**src/rtl/nn_cpu_pkg.sv**
```systemverilog
// ============================================================================
// Module   : nn_cpu_pkg
// Purpose  : Shared types and default widths for the NN CPU memory stage.
// Contents : mem_state_t - memory-stage controller state (IDLE / ACCESS)
//            BUS_WIDTH_DEF, REGISTER_SIZE_DEF - default datapath widths
// Revision : 1.0 - initial release
// ============================================================================
`default_nettype none

package nn_cpu_pkg;

  localparam int BUS_WIDTH_DEF     = 32;
  localparam int REGISTER_SIZE_DEF = 6;

  typedef enum logic [0:0] {
    IDLE   = 1'b0,
    ACCESS = 1'b1
  } mem_state_t;

endpackage

`default_nettype wire

```
**src/rtl/mem_timeout_ctr.sv**
```systemverilog
// ============================================================================
// Module   : mem_timeout_ctr
// Purpose  : Clear/enable cycle counter for the memory access watchdog.
// Ports    : clk    - clock, rising edge
//            rst_n  - asynchronous active-low reset
//            i_clr  - synchronous clear (priority over enable)
//            i_en   - count enable
//            o_tc   - terminal count: the counter holds TIMEOUT_CYCLES-1,
//                     so one more unacknowledged cycle exhausts the budget
// Revision : 1.0 - initial release
// ============================================================================
`default_nettype none

module mem_timeout_ctr #(
  parameter int TIMEOUT_CYCLES = 255
) (
  input  logic clk,
  input  logic rst_n,
  input  logic i_clr,
  input  logic i_en,
  output logic o_tc
);

  localparam int              CW     = $clog2(TIMEOUT_CYCLES + 1);
  localparam logic [CW-1:0]   C_LAST = CW'(TIMEOUT_CYCLES - 1);
  localparam logic [CW-1:0]   C_ONE  = CW'(1);

  logic [CW-1:0] r_count;

  always_ff @(posedge clk or negedge rst_n) begin
    if (!rst_n) begin
      r_count <= '0;
    end else if (i_clr) begin
      r_count <= '0;
    end else if (i_en) begin
      r_count <= r_count + C_ONE;
    end
  end

  // Flags the cycle that would be the TIMEOUT_CYCLES-th without an ack, so
  // the owner can abort at the end of that same cycle.
  assign o_tc = (r_count == C_LAST);

endmodule

`default_nettype wire

```
**src/rtl/mem_stage_ctrl.sv**
```systemverilog
// ============================================================================
// Module   : mem_stage_ctrl
// Purpose  : Memory-stage controller. Issues data-memory accesses over a
//            req/ack interface, stalls upstream while an access is pending,
//            and registers each completed instruction (or a bubble) into WB.
// Ports    : CLK, RST_N                       - clock / async active-low reset
//            RegWriteE, MemtoRegE, MemReadE,
//            MemWriteE, ALUOutE, WriteDataE,
//            WriteRegE                        - execute-stage inputs
//            StallM                           - combinational upstream stall
//            MemReq, MemWe, MemAddr, MemWData - registered memory request
//            MemAck, MemRData                 - memory completion / load data
//            RegWriteW, MemtoRegW, WriteRegW,
//            ALUOutW, ReadDataW               - writeback pipeline register
//            MemErr                           - one-cycle timeout abort pulse
// Revision : 1.0 - initial release
// ============================================================================
`default_nettype none

module mem_stage_ctrl
  import nn_cpu_pkg::*;
#(
  parameter int BUS_WIDTH      = BUS_WIDTH_DEF,
  parameter int REGISTER_SIZE  = REGISTER_SIZE_DEF,
  parameter int TIMEOUT_CYCLES = 255
) (
  input  logic                     CLK,
  input  logic                     RST_N,
  input  logic                     RegWriteE,
  input  logic                     MemtoRegE,
  input  logic                     MemReadE,
  input  logic                     MemWriteE,
  input  logic [BUS_WIDTH-1:0]     ALUOutE,
  input  logic [BUS_WIDTH-1:0]     WriteDataE,
  input  logic [REGISTER_SIZE-1:0] WriteRegE,
  output logic                     StallM,
  output logic                     MemReq,
  output logic                     MemWe,
  output logic [BUS_WIDTH-1:0]     MemAddr,
  output logic [BUS_WIDTH-1:0]     MemWData,
  input  logic                     MemAck,
  input  logic [BUS_WIDTH-1:0]     MemRData,
  output logic                     RegWriteW,
  output logic                     MemtoRegW,
  output logic [REGISTER_SIZE-1:0] WriteRegW,
  output logic [BUS_WIDTH-1:0]     ALUOutW,
  output logic [BUS_WIDTH-1:0]     ReadDataW,
  output logic                     MemErr
);

  mem_state_t               r_state;
  logic                     r_lat_rw;
  logic                     r_lat_m2r;
  logic                     r_lat_load;
  logic [REGISTER_SIZE-1:0] r_lat_wreg;

  logic w_memop;
  logic w_in_access;
  logic w_done;
  logic w_tc;
  logic w_abort;

  assign w_memop     = MemReadE | MemWriteE;
  assign w_in_access = (r_state == ACCESS);
  assign w_done      = w_in_access & MemAck;
  // An ack arriving in the last allowed cycle still completes normally.
  assign w_abort     = w_in_access & ~MemAck & w_tc;

  // Gated by RST_N so every output reads 0 while reset is held, even with a
  // memory op sitting on the E inputs.
  assign StallM = RST_N & (w_in_access ? (~MemAck & ~w_tc) : w_memop);

  mem_timeout_ctr #(
    .TIMEOUT_CYCLES (TIMEOUT_CYCLES)
  ) u_timeout (
    .clk   (CLK),
    .rst_n (RST_N),
    .i_clr (~w_in_access | MemAck),
    .i_en  (w_in_access & ~MemAck),
    .o_tc  (w_tc)
  );

  // State, request latch and error pulse.
  always_ff @(posedge CLK or negedge RST_N) begin
    if (!RST_N) begin
      r_state    <= IDLE;
      MemReq     <= 1'b0;
      MemWe      <= 1'b0;
      MemAddr    <= '0;
      MemWData   <= '0;
      MemErr     <= 1'b0;
      r_lat_rw   <= 1'b0;
      r_lat_m2r  <= 1'b0;
      r_lat_load <= 1'b0;
      r_lat_wreg <= '0;
    end else begin
      MemErr <= w_abort;
      if (!w_in_access) begin
        if (w_memop) begin
          r_state    <= ACCESS;
          MemReq     <= 1'b1;
          MemWe      <= MemWriteE;
          MemAddr    <= ALUOutE;
          MemWData   <= WriteDataE;
          // Read+write together is a store: it never writes a register.
          r_lat_rw   <= RegWriteE & ~(MemReadE & MemWriteE);
          r_lat_m2r  <= MemtoRegE;
          r_lat_load <= ~MemWriteE;
          r_lat_wreg <= WriteRegE;
        end
      end else if (w_done || w_abort) begin
        r_state <= IDLE;
        MemReq  <= 1'b0;
        MemWe   <= 1'b0;
      end
    end
  end

  // Writeback pipeline register: passthrough, completed access, or bubble.
  always_ff @(posedge CLK or negedge RST_N) begin
    if (!RST_N) begin
      RegWriteW <= 1'b0;
      MemtoRegW <= 1'b0;
      WriteRegW <= '0;
      ALUOutW   <= '0;
      ReadDataW <= '0;
    end else if (!w_in_access && !w_memop) begin
      RegWriteW <= RegWriteE;
      MemtoRegW <= MemtoRegE;
      WriteRegW <= WriteRegE;
      ALUOutW   <= ALUOutE;
      ReadDataW <= '0;
    end else if (w_done) begin
      RegWriteW <= r_lat_rw;
      MemtoRegW <= r_lat_m2r;
      WriteRegW <= r_lat_wreg;
      ALUOutW   <= MemAddr;
      ReadDataW <= r_lat_load ? MemRData : '0;
    end else begin
      RegWriteW <= 1'b0;
      MemtoRegW <= 1'b0;
      WriteRegW <= '0;
      ALUOutW   <= '0;
      ReadDataW <= '0;
    end
  end

endmodule

`default_nettype wire

```
**config.mk**
```make
export PLATFORM = sky130hd
export DESIGN_NAME = mem_stage_ctrl
export DESIGN_NICKNAME = d
export VERILOG_FILES = /design/src/rtl/nn_cpu_pkg.sv /design/src/rtl/mem_timeout_ctr.sv /design/src/rtl/mem_stage_ctrl.sv
export SDC_FILE = /design/constraint.sdc
export NUM_CORES = 1
export LEC_CHECK = 0
export CAP_MARGIN = 30
export CORE_ASPECT_RATIO = 1.2
export CORE_MARGIN = 2
export CORE_UTILIZATION = 45
export CTS_CLUSTER_DIAMETER = 80
export DETAILED_ROUTE_END_ITERATION = 7
export GPL_ROUTABILITY_DRIVEN = 0
export PLACE_DENSITY = 0.83
export SLEW_MARGIN = 20
export SYNTH_ARGS = -nofsm -noshare
export SYNTH_HDL_FRONTEND = slang
export SYNTH_SLANG_ARGS = --single-unit
```
**constraint.sdc**
```tcl
create_clock -name CLK -period 4 [get_ports CLK]
set_input_delay 0.8 -clock CLK [delete_from_list [all_inputs] [get_ports CLK]]
set_output_delay 0.8 -clock CLK [all_outputs]
set_load 0.01 [all_outputs]
```
==> results of run 1 <==
## cell usage in the layout (no fill, tap or decap), drive strengths merged, types with 2 or more instances in the layout
cell type	netlist	routed
mux2	71	71
and3	32	32
dfrtp	157	157
xor2	3	3
clkbuf	7	18
bufinv	0	6
nand2	4	4
o21ai	4	4
a22o	40	40
ha	2	2
nand3	4	4
a21oi	10	10
nor2	6	6
clkdlybuf4s50	0	247
or3	3	3
buf	17	7
inv	3	6
clkinvlp	0	3
## sequential cells by signal, indices dropped and copies added, names as in the netlist, 6 cells and up
name and flops:
r_lat_wreg 6, ReadDataW 32, WriteRegW 6, u_timeout.r_count 8, MemWData 32, MemAddr 32
ALUOutW 32
## cell usage after synthesis (all sizes together)
library cell / count / area, um2
a21oi: 10 / 50.1
a22o: 40 / 350
a32o: 1 / 10.0
and2: 1 / 6.26
and3: 32 / 200
buf: 17 / 139
clkbuf: 7 / 30.0
dfrtp: 157 / 3930
ha: 2 / 25.0
inv: 3 / 11.3
mux2: 71 / 800
nand2: 4 / 31.3
nand2b: 1 / 6.26
nand3: 4 / 20.0
nand4: 1 / 6.26
nor2: 6 / 25.0
nor3: 1 / 5.00
o21ai: 4 / 20.0
o21bai: 1 / 7.51
o22ai: 1 / 6.26
or2: 1 / 8.76
or3: 3 / 18.8
xnor2: 1 / 8.76
xor2: 3 / 26.3
## path summary, 6_finish.rpt
| path | endpoint | slack (ns) |
|---|---|---|
| setup / recovery | StallM | 0.86 |
| hold / removal | MemWData[21] | 0.29 |
| setup reg to reg | MemWData[13] | 2.24 |
| hold reg to reg | MemWData[9] | 0.49 |
| max in group asynchronous | ALUOutW[16] | 2.61 |
| min in group CLK | MemWData[9] | 0.49 |
## report_power, final
| part | internal, uW | leakage, uW | switching, uW |
|---|---|---|---|
| combinational | 654 | 0.00169 | 392 |
| clock | 1170 | 0.000314 | 636 |
| sequential | 1830 | 0.00198 | 147 |
## metal layers
metal  wire, um  track usage [%]  part of all wire (%)  vias up
li1           -                -                     -     1825
met1       5380             24.4                    37     2000
met2       7410             36.6                    51      185
met3       1470             8.19                    10       22
met4        255             7.72                   1.8        0
met5          0                0                     0        -
## stage by stage
stage | std cells | hold slack, ns | power (uW) | utilization [%] | setup slack [ns]
after CTS | 796 | 0.290 | 4880 | 71.6 | 0.851
after global placement | 764 | 0.471 | 3020 | 66.1 | 0.896
after floorplan | 372 | 0.454 | 2390 | - | 1.90
after global routing | 797 | 0.307 | 5040 | 71.8 | 0.816
after detailed placement | 765 | 0.482 | 3060 | 66.3 | 0.871
final | 797 | 0.287 | 4830 | 71.8 | 0.858
## logic make-up after synthesis
logic type	Yosys count
AO/OA/AOI/OAI	57
XOR/XNOR	4
adder cells (fa/ha/maj)	2
buffers and inverters	27
flip-flops	157
multiplexers	71
AND/OR/NAND/NOR	54
## cell type report
type	count	area share (%)
sequential	157	43.6
clock buffer	18	4.76
multi-input combinational	188	18.2
tap	164	2.28
clock inverter	13	2.64
inverter	3	0.125
timing repair buffer	254	28.4
## worst max-delay path: stages
cell and delay (ns):
clkdlybuf4s50_1 0.54, or2_4 0.21, o21ai_0 0.09, a21oi_1 0.15, clkdlybuf4s50_1 0.55
==> results.yml, run 1 <==
routing:
  drt_first_pass_iters: 4
  wl_per_cell_um: 18.2
  routed_wirelength_mm: 14.5
  ant_nets: 0
  viasPerCell: 5.06
  dr.first_iter.drc_count: 130
  remaining_drc_errors: 0
  total_via_count_after_detailed_routing: 4032
die:
  floorplan.die.height_um: 128
  die-area_mm2: 0.0137
  start_util_pct: 45.7
  core-area_mm2: 0.0126
  ios: 249
  floorplan.rows: 45
  floorplan.die.width_um: 107
final_layout:
  final_design_area_no_fill_mm2: 0.00901
  insertedDiodeCount: 0
  multiInputGateArea_mm2: 0.00164
  syn_to_final_growth_pct: 57.0
  n_fill_cell: 833
  final-seq-area_mm2: 0.00393
  drive_gt1_share_pct: 16.0
  design.final.nets: 732
timing:
  timing.final.hold_violations: 0
  worstMarginPinSlew_ns: 0.877
  fin_worst_skew_ns: 0.00729
  final-setup-viol-count: 0
  totalNegativeSetupSlack_ns: 0
  grt_setup_unrepaired: "false"
  max_clock_freq_mhz: 318
  final_period_minus_worst_setup_slack_ns: 3.14
  timing.final.max_slew_violations: 0
  finalCritPeriodShare_pct: 78.5
  worst_slew_margin_rel_pct: 41.5
worst_hold_path:
  min_path_type: "in2async"
pwr:
  static-leakage-power_uw: 0.00399
  pwr_density_cell_mw_per_mm2: 536
  irDropWorstVdd_uv: 299
yosys:
  synth_area_per_cell_um2: 15.4
  synth_fp_nets: 483
  yosys_warnings: 0
  synth_simple_gate_area_share_pct: 5.71
  synth_adder_area_share_pct: 0.436
  register_area_share_after_synthesis_pct: 68.4
  synth_xor_xnor_area_share_pct: 0.610
  seq_cells_post_synth: 157
  synth_top_family_by_area: "multiplexers"
  yosys-mux-area-fraction_pct: 13.9
  netlist_instances: 372
  synth_compound_gate_area_share_pct: 7.74
  synth_area_mm2: 0.00574
  yosys.cell_types.count: 31
clock_tree:
  cts_made_buffers: 17
  clk_path_buf_depth: 2
  worst_skew_pair.late_latency_ns: 0.41
  cts.htree.levels: 4
  cts_post_setup_buffers_inserted: 0
  cts_tree: "yes"
  numClockSinks: 157
  cts_root_buf: "clkbuf_16"
  cts_resized: 0
  post_cts_hold_buffer_count: 0
  clk_pin_slew_worst_paths_ns: 0.06
setup_path:
  reg2reg_depth: 3
  worst-path-max-fanout: 4
  critical_path_arrival_ns: 2.34
  setup.worst_path.end_class: "output pin"
  critPathKind: "in2out"
  r2r_start: "r_state"
  required_ns: 3.20
  setup.worst_path.start_class: "primary input"
  launching_instance_or_port_of_the_critical_path: "MemWriteE"
flow_run:
  maxCapViolations: 0
place:
  dp.final_hpwl_mm: 10.2
  port_buffers: 248
  place_area_mm2: 0.00832
status:
  status: "complete, no violations"
global_route:
  all_layer_global_routing_usage_pct: 21.4
  number_of_antenna_violations_at_the_first_check_in_global_routing: 0
  grt_pass1_wl_mm: 22.4
  grt_overflow_total: 0
  first_global_vias: 4207
  grt_start_max_net_pins: 73
No activity file was read; power rests on OpenSTA's default activity.
==> run 2, diff against run 1 <==
--- a/config.mk
+++ b/config.mk
@@ -8,11 +8,11 @@
 export CAP_MARGIN = 30
 export CORE_ASPECT_RATIO = 1.2
 export CORE_MARGIN = 2
-export CORE_UTILIZATION = 45
+export CORE_UTILIZATION = 38
 export CTS_CLUSTER_DIAMETER = 80
 export DETAILED_ROUTE_END_ITERATION = 7
 export GPL_ROUTABILITY_DRIVEN = 0
-export PLACE_DENSITY = 0.83
+export PLACE_DENSITY = 0.74
 export SLEW_MARGIN = 20
 export SYNTH_ARGS = -nofsm -noshare
 export SYNTH_HDL_FRONTEND = slang
==> constraint.sdc (replaced) <==
create_clock -name CLK -period 2.62 [get_ports CLK]
set_input_delay 0.524 -clock CLK [delete_from_list [all_inputs] [get_ports CLK]]
set_output_delay 0.524 -clock CLK [all_outputs]
set_load 0.01 [all_outputs]
==> run 2 against run 1 <==
Worst hold slack got worse by 0.084 ns. Sequential power grew 52%. Final cell count increased by 5.6%. Total power up 42%. Cell area is essentially flat. Sequential cell count unchanged. Die area rose by 18%. First-iteration DRC count grew 62%. Highest routed layer unchanged.
==> results.yml, run 2 (same netlist as run 1, synthesis figures left out) <==
timing:
  worstMarginPinSlew_ns: 0.872
  timing.final.max_slew_violations: 0
  grt_setup_unrepaired: "false"
  worst_slew_margin_rel_pct: 41.9
  totalNegativeSetupSlack_ns: 0
  final_period_minus_worst_setup_slack_ns: 2.20
  timing.final.hold_violations: 0
  max_clock_freq_mhz: 455
  fin_worst_skew_ns: 0.00891
  final-setup-viol-count: 0
  finalCritPeriodShare_pct: 83.9
pwr:
  power.share.clock_pct: 32.7
  relative_contribution_of_sequential_cells_to_total_power_pct: 43.8
  netSwitchingFraction_pct: 25.6
  combPwrFrac_pct: 23.4
  irDropWorstVdd_uv: 564
  p_sw_uw: 1760
  total_power_uw: 6880
  pwr_density_cell_mw_per_mm2: 764
  static-leakage-power_uw: 0.00398
  internal_power_uw: 5120
setup_path:
  critical_path_arrival_ns: 1.67
  crit_path_max_incr_delay_ns: 0.44
  worst-path-buf-inv: 2
  critical_path.slowest_cell: "clkdlybuf4s50_1"
  critPathKind: "in2out"
  cpLargestDelayFamily: "buffers and inverters"
  setup.worst_path.end_class: "output pin"
  required_ns: 2.10
  worst-path-max-fanout: 2
  cells_traversed_along_the_worst_timing_path: "clkdlybuf4s50_1, or2_4, o21ai_0, a21oi_1, dlymetal6s2s_1"
  setup.worst_path.start_class: "primary input"
final_layout:
  multiInputGateArea_mm2: 0.00164
  design.final.nets: 737
  final_common_cell: "clkdlybuf4s50_1"
  final-seq-area_mm2: 0.00393
  drive_gt1_share_pct: 16.6
  insertedDiodeCount: 0
  final_design_area_no_fill_mm2: 0.00900
  n_fill_cell: 1174
  syn_to_final_growth_pct: 56.8
  most_used_cells_in_the_layout_excluding_fill_and_tap_cells: "246 x clkdlybuf4s50_1, 157 x dfrtp_1, 59 x mux2_2"
routing:
  remaining_drc_errors: 0
  dr.first_iter.drc_count: 211
  routed_wirelength_mm: 14.3
  viasPerCell: 4.79
  wl_per_cell_um: 17.0
  ant_nets: 0
  total_via_count_after_detailed_routing: 4035
  drt_first_pass_iters: 4
clock_tree:
  clk_path_buf_depth: 2
  numClockSinks: 157
  cts_resized: 0
  cts.htree.levels: 4
  cts_root_buf: "clkbuf_16"
  worst_skew_pair.late_latency_ns: 0.41
  clk_pin_slew_worst_paths_ns: 0.06
  cts_tree: "yes"
  post_cts_hold_buffer_count: 0
  cts_post_setup_buffers_inserted: 0
  cts_made_buffers: 17
global_route:
  grt_pass1_wl_mm: 22.1
  grt_start_max_net_pins: 158
  all_layer_global_routing_usage_pct: 17.9
  number_of_antenna_violations_at_the_first_check_in_global_routing: 0
  first_global_vias: 4209
  grt_overflow_total: 0
die:
  start_util_pct: 38.5
  floorplan.rows: 49
  core-area_mm2: 0.0149
  ios: 249
  floorplan.die.height_um: 139
  die-area_mm2: 0.0161
  floorplan.die.width_um: 116
place:
  place_area_mm2: 0.00845
  port_buffers: 248
  dp.final_hpwl_mm: 10.3
flow_run:
  maxCapViolations: 0
status:
  status: "complete, no violations"
worst_hold_path:
  min_path_type: "in2async"
## run 2: cell count changes in the layout (fill, tap and decap cells not counted), moves of 2 or more
| cell | before | now |
|---|---|---|
| buf_4 | 4 | 7 |
| clkinv_2 | 0 | 2 |
| buf_12 | 1 | 4 |
| bufinv_16 | 6 | 0 |
| clkbuf_8 | 0 | 4 |
## run 2: path summary, 6_finish.rpt
kind                                      start              endpoint  slack, ns  cells after the start
hold reg to reg            u_timeout.r_count[0]  u_timeout.r_count[0]       0.48                      1
setup / recovery                       MemReadE                StallM       0.42                      5
hold / removal                            RST_N           ALUOutW[22]       0.20                      2
setup reg to reg                        r_state           MemAddr[14]       0.95                      4
max in group asynchronous                 RST_N           ALUOutW[27]       1.72                      2
min in group CLK           u_timeout.r_count[0]  u_timeout.r_count[0]       0.48                      1
## run 2: worst reg2reg max path: cells and delay by family, from the launching register on
kind          cells  cell delay, ns
mux               1            0.34
buf+inv           2            0.37
simple gates      1            0.27
flops             1            0.56
## run 2: layout make-up
cell class / instances / share of cell area, %
clock buffer: 23 / 5.42
clock inverter: 8 / 0.653
inverter: 3 / 0.125
multi-input combinational: 188 / 18.2
sequential: 157 / 43.6
tap: 204 / 2.84
timing repair buffer: 259 / 29.1
## run 2: per-stage QoR
step	hold slack (ns)	util (%)	setup slack, ns	instances
2_1_floorplan	0.228	-	1.07	372
3_3_place_gp	0.469	56.7	0.140	811
3_5_place_dp	0.475	56.7	0.131	811
4_1_cts	0.324	60.4	0.0315	842
5_1_grt	0.362	60.4	0.293	842
6_report	0.203	60.4	0.422	842
## run 2: power groups by stage
stage               clock network (uW)  registers (uW)  logic, uW
floorplan                            0            3170        469
global placement                     0            3040       1600
detailed placement                   0            3060       1630
CTS                               2310            3020       1640
global route                      2410            3060       1720
finish                            2250            3010       1610
## run 2: layer usage
| metal | share of wire (%) | vias to the layer above | track usage, % |
|---|---|---|---|
| met5 | 0 | - | 0 |
| met4 | 2.4 | 0 | 7.46 |
| met2 | 52 | 169 | 31.2 |
| met1 | 37 | 2006 | 19.8 |
| li1 | - | 1837 | - |
| met3 | 8.5 | 23 | 6.08 |
==> run 3, diff against run 2 <==
--- a/config.mk
+++ b/config.mk
@@ -8,11 +8,11 @@
 export CAP_MARGIN = 30
 export CORE_ASPECT_RATIO = 1.2
 export CORE_MARGIN = 2
-export CORE_UTILIZATION = 38
+export CORE_UTILIZATION = 42
 export CTS_CLUSTER_DIAMETER = 80
 export DETAILED_ROUTE_END_ITERATION = 7
 export GPL_ROUTABILITY_DRIVEN = 0
-export PLACE_DENSITY = 0.74
+export PLACE_DENSITY = 0.78
 export SLEW_MARGIN = 20
 export SYNTH_ARGS = -nofsm -noshare
 export SYNTH_HDL_FRONTEND = slang
==> constraint.sdc (replaced) <==
create_clock -name CLK -period 2.2 [get_ports CLK]
set_input_delay 0.44 -clock CLK [delete_from_list [all_inputs] [get_ports CLK]]
set_output_delay 0.44 -clock CLK [all_outputs]
set_load 0.01 [all_outputs]
==> run 3 against run 2 <==
Utilization up 8.0 points. Highest routed layer unchanged. Sequential cell count stayed put. Sequential share of layout area down 0.48 points. Critical path type is now reg2out. Critical endpoint unchanged. Via count rose by 1.5%. Clock skew shrank 0.0040 ns. Largest power group unchanged. Non-clock buffer count grew 5.
==> results.yml, run 3 (same netlist as run 1, synthesis figures left out) <==
status:
  status: "complete, no violations"
pwr:
  irDropWorstVdd_uv: 603
  relative_contribution_of_sequential_cells_to_total_power_pct: 41.5
  internal_power_uw: 6560
  combPwrFrac_pct: 22.8
  pwr_density_cell_mw_per_mm2: 949
  static-leakage-power_uw: 0.00405
  p_sw_uw: 2080
  power.share.clock_pct: 35.8
  netSwitchingFraction_pct: 24.1
setup_path:
  cells_traversed_along_the_worst_timing_path: "inv_1, ha_1, nand3_1, o21bai_2, a21oi_1, clkbuf_2"
  critical_path.slowest_cell: "dfrtp_1"
  setup.worst_path.end_class: "output pin"
  critPathKind: "reg2out"
  crit_path_max_incr_delay_ns: 0.36
  cpLargestDelayFamily: "flip-flops"
  setup.worst_path.start_class: "register"
  required_ns: 1.76
  critical_path_arrival_ns: 1.54
  worst-path-max-fanout: 3
  worst-path-buf-inv: 2
timing:
  worst_slew_margin_rel_pct: 44.9
  max_clock_freq_mhz: 506
  grt_setup_unrepaired: "false"
  fin_worst_skew_ns: 0.00489
  finalCritPeriodShare_pct: 89.9
  timing.final.max_slew_violations: 0
  final-setup-viol-count: 0
  worstMarginPinSlew_ns: 0.827
  timing.final.hold_violations: 0
  final_period_minus_worst_setup_slack_ns: 1.98
global_route:
  grt_overflow_total: 0
  all_layer_global_routing_usage_pct: 21.4
  number_of_antenna_violations_at_the_first_check_in_global_routing: 0
  first_global_vias: 4424
  grt_pass1_wl_mm: 24.2
  grt_start_max_net_pins: 158
clock_tree:
  cts_made_buffers: 17
  cts_root_buf: "clkbuf_16"
  cts.htree.levels: 4
  clk_pin_slew_worst_paths_ns: 0.06
  clk_path_buf_depth: 2
  cts_tree: "yes"
  worst_skew_pair.late_latency_ns: 0.42
  numClockSinks: 157
routing:
  remaining_drc_errors: 0
  ant_nets: 0
  drt_first_pass_iters: 4
  routed_wirelength_mm: 15.1
  dr.first_iter.drc_count: 191
  total_via_count_after_detailed_routing: 4096
  wl_per_cell_um: 18.7
  viasPerCell: 5.06
final_layout:
  n_fill_cell: 953
  final_design_area_no_fill_mm2: 0.00910
  final_common_cell: "clkdlybuf4s50_1"
  final-seq-area_mm2: 0.00393
  most_used_cells_in_the_layout_excluding_fill_and_tap_cells: "246 x clkdlybuf4s50_1, 157 x dfrtp_1, 59 x mux2_2"
  drive_gt1_share_pct: 17.1
  syn_to_final_growth_pct: 58.6
  finish.utilization_pct: 68.5
  layout.cells.non_filler: 810
  multiInputGateArea_mm2: 0.00164
  design.final.nets: 742
  insertedDiodeCount: 0
die:
  floorplan.rows: 46
  floorplan.die.width_um: 111
  core-area_mm2: 0.0133
  die-area_mm2: 0.0146
  floorplan.die.height_um: 132
  start_util_pct: 43.2
  ios: 249
flow_run:
  maxCapViolations: 0
place:
  cell_count_after_placement: 779
  port_buffers: 248
  dp.final_hpwl_mm: 10.5
  place_area_mm2: 0.00847
worst_hold_path:
  min_path_type: "in2async"
[run 3: cell types whose count changed in the layout (fill, tap and decap cells not counted), moves of 2 or more]
cell        previous run  this run
clkinvlp_4             3         1
bufinv_16              0         4
buf_4                  7         9
inv_6                  2         0
buf_12                 4         7
[run 3: metal layers]
layer | vias to the layer above | routed length [um] | GRT usage [%]
li1 | 1850 | - | -
met1 | 2048 | 5490 | 22.8
met2 | 180 | 8110 | 38.0
met3 | 18 | 1290 | 9.89
met4 | 0 | 246 | 6.53
met5 | - | 0 | 0
[run 3: worst paths after layout]
kind | start | endpoint | slack, ns | cells after the start
worst min-delay path | RST_N | MemAddr[22] | 0.17 | 2
worst max-delay path | u_timeout.r_count[0] | StallM | 0.22 | 6
worst max register to register | r_state | ReadDataW[28] | 0.70 | 4
worst min register to register | r_lat_rw | r_lat_rw | 0.49 | 1
min in group CLK | r_lat_rw | r_lat_rw | 0.49 | 1
max in group asynchronous | RST_N | MemWData[26] | 1.42 | 2
[run 3: worst reg2reg max path: cells and delay by family (launching register included)]
family	cells	cell delay (ns)
flip-flops	1	0.37
buffers and inverters	2	0.41
AND/OR/NAND/NOR	2	0.64
[run 3: stage by stage]
stage / hold slack (ns) / setup TNS [ns] / power (uW) / worst slack, ns
5_1_grt: 0.229 / 0 / 9040 / 0.105
3_5_place_dp: 0.481 / -0.0860 / 5610 / -0.0860
4_1_cts: 0.218 / 0 / 8740 / 0.0547
2_1_floorplan: 0.144 / 0 / 4340 / 0.737
3_3_place_gp: 0.470 / -0.0698 / 5540 / -0.0698
6_report: 0.175 / 0 / 8640 / 0.222
[run 3: repair_timing]
| item | 4_1_cts | 5_1_grt |
|---|---|---|
| setup buffers | 0 | 1 |
| hold buffers | 0 | 0 |
| gates resized for setup | 2 | 2 |
| setup endpoints to repair | 1 | 1 |
| pin swaps | 0 | 1 |
[run 3: cell type report]
type / instances / share of cell area [%]
sequential: 157 / 43.2
timing repair buffer: 264 / 29.5
multi-input combinational: 188 / 18.0
clock buffer: 24 / 5.40
tap: 168 / 2.31
clock inverter: 6 / 1.46
inverter: 3 / 0.124
[run 3: power by group through the flow]
stage,Combinational (uW),Sequential (uW),Clock (uW)
2_1_floorplan,559,3780,0
3_3_place_gp,1940,3600,0
6_report,1970,3580,3090
3_5_place_dp,1980,3630,0
4_1_cts,2000,3590,3160
5_1_grt,2090,3640,3310
==> edit 1 (flow settings as in run 2) <==
Put one more register stage on the output `MemErr`, cleared by the reset. The value now appears one clock later. The other outputs are not delayed to match. Comments in the files are not updated.
--- a/src/rtl/mem_stage_ctrl.sv
+++ b/src/rtl/mem_stage_ctrl.sv
@@ -48,6 +48,8 @@
   output logic                     MemErr
 );
 
+  logic MemErr_s0;
+
   mem_state_t               r_state;
   logic                     r_lat_rw;
   logic                     r_lat_m2r;
@@ -88,13 +90,13 @@
       MemWe      <= 1'b0;
       MemAddr    <= '0;
       MemWData   <= '0;
-      MemErr     <= 1'b0;
+      MemErr_s0  <= 1'b0;
       r_lat_rw   <= 1'b0;
       r_lat_m2r  <= 1'b0;
       r_lat_load <= 1'b0;
       r_lat_wreg <= '0;
     end else begin
-      MemErr <= w_abort;
+      MemErr_s0 <= w_abort;
       if (!w_in_access) begin
         if (w_memop) begin
           r_state    <= ACCESS;
@@ -145,6 +147,14 @@
     end
   end
 
+  always_ff @(posedge CLK or negedge RST_N) begin
+    if (!RST_N) begin
+      MemErr <= '0;
+    end else begin
+      MemErr <= MemErr_s0;
+    end
+  end
+
 endmodule
 
 `default_nettype wire
Behaviour: no difference found for any inputs over 4 cycles, from zero or initial values and one cycle with RST_N low; that may be too few to reach the edited logic, so the function may still have changed.
==> edit 1 against run 2 <==
- cell count increased by 0.36%
- sequential cell count increased by 1
- area after synthesis increased by 0.44%
- clock skew decreased by 0.0019 ns
- worst setup slack got worse by 0.37 ns
- critical path depth unchanged
- count of clock-buffer cells in the layout decreased by 4
- total power increased by 4.2%
- final area increased by 1.0%
- wire length increased by 0.71%
- highest routed layer unchanged
==> edit 1: results (changes against run 2) <==
* Status: finished, final reports clean
* Worst Path Arrival at 2.04 ns (+0.37 ns)
* First-pass detailed-route iteration total at 4 (unchanged)
* # fillers at 1134 (-3.4%)
* Core Util, Final at 61.03% (+0.60 points)
* Post-synthesis mux area share at 13.87% (-0.060 points)
* Fin nets at 739 (+0.27%)
* Fin crit share at 97.87% (+14 points)
* Layout cells sized above 1 at 17.32% (+0.70 points)
* Synth Area in Adders at 0.4340% (-0.0019 points)
* Clock-pin slew on the worst setup and hold paths at 0.06 ns (about the same)
* Commonest cells in the synthesized netlist: dfrtp_1, mux2_2, a22o_1
* Leading post-synthesis cells by cell area: dfrtp_1, mux2_2, a22o_1
* Synth Area in XOR/XNOR at 0.6076% (-0.0026 points)
* Actual slew at the worst max-slew pin at 0.8276 ns (-0.04400 ns)
* Slowest stage delay, CP at 0.49 ns (+0.05 ns)
* Yosys cell types at 31 (unchanged)
* Mapped Nets at 484 (+0.21%)
* Post-detail-place hpwl at 10.29 mm (-0.10%)
* Global-route wire length before repair at 22.48 mm (+1.5%)
* Sequential share of the synthesized area at 68.58% (+0.14 points)
* Critical-path maximum fanout at 4 (+2)
* Reg2Reg Setup Slack at 1.11 ns (+0.16 ns)
* Clk buf depth at 2 (unchanged)
* Worst r2r dst: MemWData[30]$_DFFE_PN0P_
* Vias in the first global route at 4264 (+1.3%)
* Worst Skew at 0.007015 ns (-0.001893 ns)
* Starting DRC count in detailed routing at 160 (-24%)
* Crit end category: primary output
* Vias per inst at 4.786 (-0.13%)
* GRT Total Usage at 18.15% (+0.20 points)
* Leakage Power at 4.017 nW (+0.87%)
* Pre-CTS setup slack at 0.08160 ns (-0.04975 ns)
* Post-DP Area at 8462 um^2 (+0.15%)
* Routed len/inst at 17.09 um (+0.35%)
* R2R depth at 5 (+1)
* Pin count of the biggest net entering global routing at 159 (+0.63%)
* Max IR drop VDD at 0.4684 mV (-17%)
* Initial antenna violation count at 0 (unchanged)
* Synth Area in Compound Gates at 7.704% (-0.034 points)
## edit 1: cell count changes after synthesis
cell / before / now
dfrtp_1: 157 / 158
## edit 1: cells by family after synthesis
kind of cell    after synthesis
compound gates               57
mux                          71
fa+ha+maj                     2
simple gates                 54
xor+xnor                      4
buf+inv                      27
flops                       158
## edit 1: power by group
part	leakage, nW	switching (mW)	internal (mW)	total [mW]
clock	0.296	0.972	1.55	2.52
combinational	1.73	0.605	1.01	1.62
sequential	1.99	0.220	2.81	3.03
## edit 1: what timing repair did
item / in CTS / in global routing
pin swaps: 1 / 0
gates resized for setup: 1 / 1
hold buffers: 0 / 0
buffers inserted: 0 / 1
setup endpoints to repair: 1 / 1
## edit 1: how the worst min path moves through the flow
stage / startpoint / end / slack (ns) / cells past startpoint
finish: RST_N / ALUOutW[20]$_DFF_PN0_ / 0.28 / 2
global route: RST_N / ALUOutW[20]$_DFF_PN0_ / 0.31 / 2
CTS: RST_N / ALUOutW[16]$_DFF_PN0_ / 0.33 / 2
detailed placement: MemErr_s0$_DFF_PN0_ / MemErr$_DFF_PN0_ / 0.36 / 0
global placement: MemErr_s0$_DFF_PN0_ / MemErr$_DFF_PN0_ / 0.33 / 0
floorplan: RST_N / ALUOutW[0]$_DFF_PN0_ / 0.23 / 0
## edit 1: routing by layer
metal	track usage (%)	share of wire (%)
met1	20.28	37
met2	31.61	53
met3	6.774	8.6
met4	5.890	1.6
met5	0	0
## edit 1: layout make-up
type,instances,area share [%]
clock buffer,19,4.981
multi-input combinational,188,18.10
timing repair buffer,260,28.72
tap,204,2.807
clock inverter,13,1.789
sequential,158,43.48
inverter,3,0.1238
## edit 1: stage by stage
step,instances,power [mW]
final,845,7.170
after global routing,845,7.490
after CTS,844,7.258
after detailed placement,812,4.706
after global placement,812,4.650
after floorplan,373,3.658
==> edit 2 (config.mk and constraints of run 2) <==
Without the edit above. `TIMEOUT_CYCLES` is set to 255 in 2 places; all go to 510.
--- a/src/rtl/mem_timeout_ctr.sv
+++ b/src/rtl/mem_timeout_ctr.sv
@@ -12,7 +12,7 @@
 `default_nettype none
 
 module mem_timeout_ctr #(
-  parameter int TIMEOUT_CYCLES = 255
+  parameter int TIMEOUT_CYCLES = 510
 ) (
   input  logic clk,
   input  logic rst_n,
--- a/src/rtl/mem_stage_ctrl.sv
+++ b/src/rtl/mem_stage_ctrl.sv
@@ -22,7 +22,7 @@
 #(
   parameter int BUS_WIDTH      = BUS_WIDTH_DEF,
   parameter int REGISTER_SIZE  = REGISTER_SIZE_DEF,
-  parameter int TIMEOUT_CYCLES = 255
+  parameter int TIMEOUT_CYCLES = 510
 ) (
   input  logic                     CLK,
   input  logic                     RST_N,
Check against the original RTL: no difference found for any inputs over 10 cycles, from zero or initial values and one cycle with RST_N low; that may be too few to reach the edited logic, so the function may still have changed.
==> edit 2 against run 2 <==
- worst setup slack lost 0.17 ns
- sequential cell count grew 1
- critical path type is now reg2out
- via count grew 0.25%
- final area grew 0.40%
- die area grew 0.29%
- largest power group unchanged
- synthesized cell count grew 1.6%
- clock skew shrank 0.0020 ns
- total power grew 19%
- area after synthesis grew 0.31%
- sequential power grew 12%
- wire length grew 0.67%
==> edit 2: results (changes against run 2) <==
* Global-route wire length before repair at 22.44 mm (+1.3%)
* Status: finished, final reports clean
* Max IR drop VDD at 0.5952 mV (+5.6%)
* Non-CTS buffers at 255 (-1.5%)
* Clk pwr share at 29.1% (-3.6 points)
* Vias in the first global route at 4268 (+1.4%)
* Worst path top cell family by delay: flip-flops
* Post-DP Area at 8464 um^2 (+0.18%)
* Layout cells sized above 1 at 17.06% (+0.44 points)
* Starting DRC count in detailed routing at 231 (+9.5%)
* Synth Area in Compound Gates at 7.823% (+0.085 points)
* Mapped Nets at 489 (+1.2%)
* Sequential share of the synthesized area at 68.67% (+0.23 points)
* Slowest stage delay, CP at 0.40 ns (-0.04 ns)
* Share of the synthesized area in the top cell type at 68.67% (+0.23 points)
* Vias at 4045 (+0.25%)
* Non-Filler Instances at 843 (+0.12%)
* Fin crit share at 90.22% (+6.3 points)
* Synth Area per Inst at 15.23 um^2 (-1.3%)
* WL final at 14.43 mm (+0.67%)
* Pin count of the biggest net entering global routing at 159 (+0.63%)
* Critical-path maximum fanout at 3 (+1)
* Multi-In Gates at 193 (+2.7%)
* Slowest CP cell: dfrtp_1
* Synth Area in Adders at 0.4346% (-0.0013 points)
* Yosys cell types at 27 (-13%)
* GRT Total Usage at 18.31% (+0.36 points)
* Synth Area in XOR/XNOR at 0.6084% (-0.0019 points)
* Hold_ws at 0.2484 ns (+0.04492 ns)
edit 2: changes by cell type in the layout (fill, tap and decap cells not counted), sizes merged, moves of 2 or more:
cell / run 2 / this run
buf: 12 / 8
clkinvlp: 3 / 0
o21ai: 4 / 6
bufinv: 0 / 2
a21oi: 10 / 7
inv: 5 / 3
edit 2: cell families after synthesis:
| kind of cell | after synthesis |
|---|---|
| xor+xnor | 4 |
| mux | 71 |
| fa+ha+maj | 2 |
| simple gates | 59 |
| flops | 158 |
| compound gates | 57 |
| buf+inv | 27 |
edit 2: per-layer routing:
| layer | vias up | GRT usage (%) | wire length [um] |
|---|---|---|---|
| met1 | 1997 | 21.08 | 5724 |
| met2 | 160 | 30.20 | 7246 |
| li1 | 1859 | - | - |
| met3 | 29 | 6.512 | 1041 |
| met5 | - | 0 | 0 |
| met4 | 0 | 8.521 | 420 |
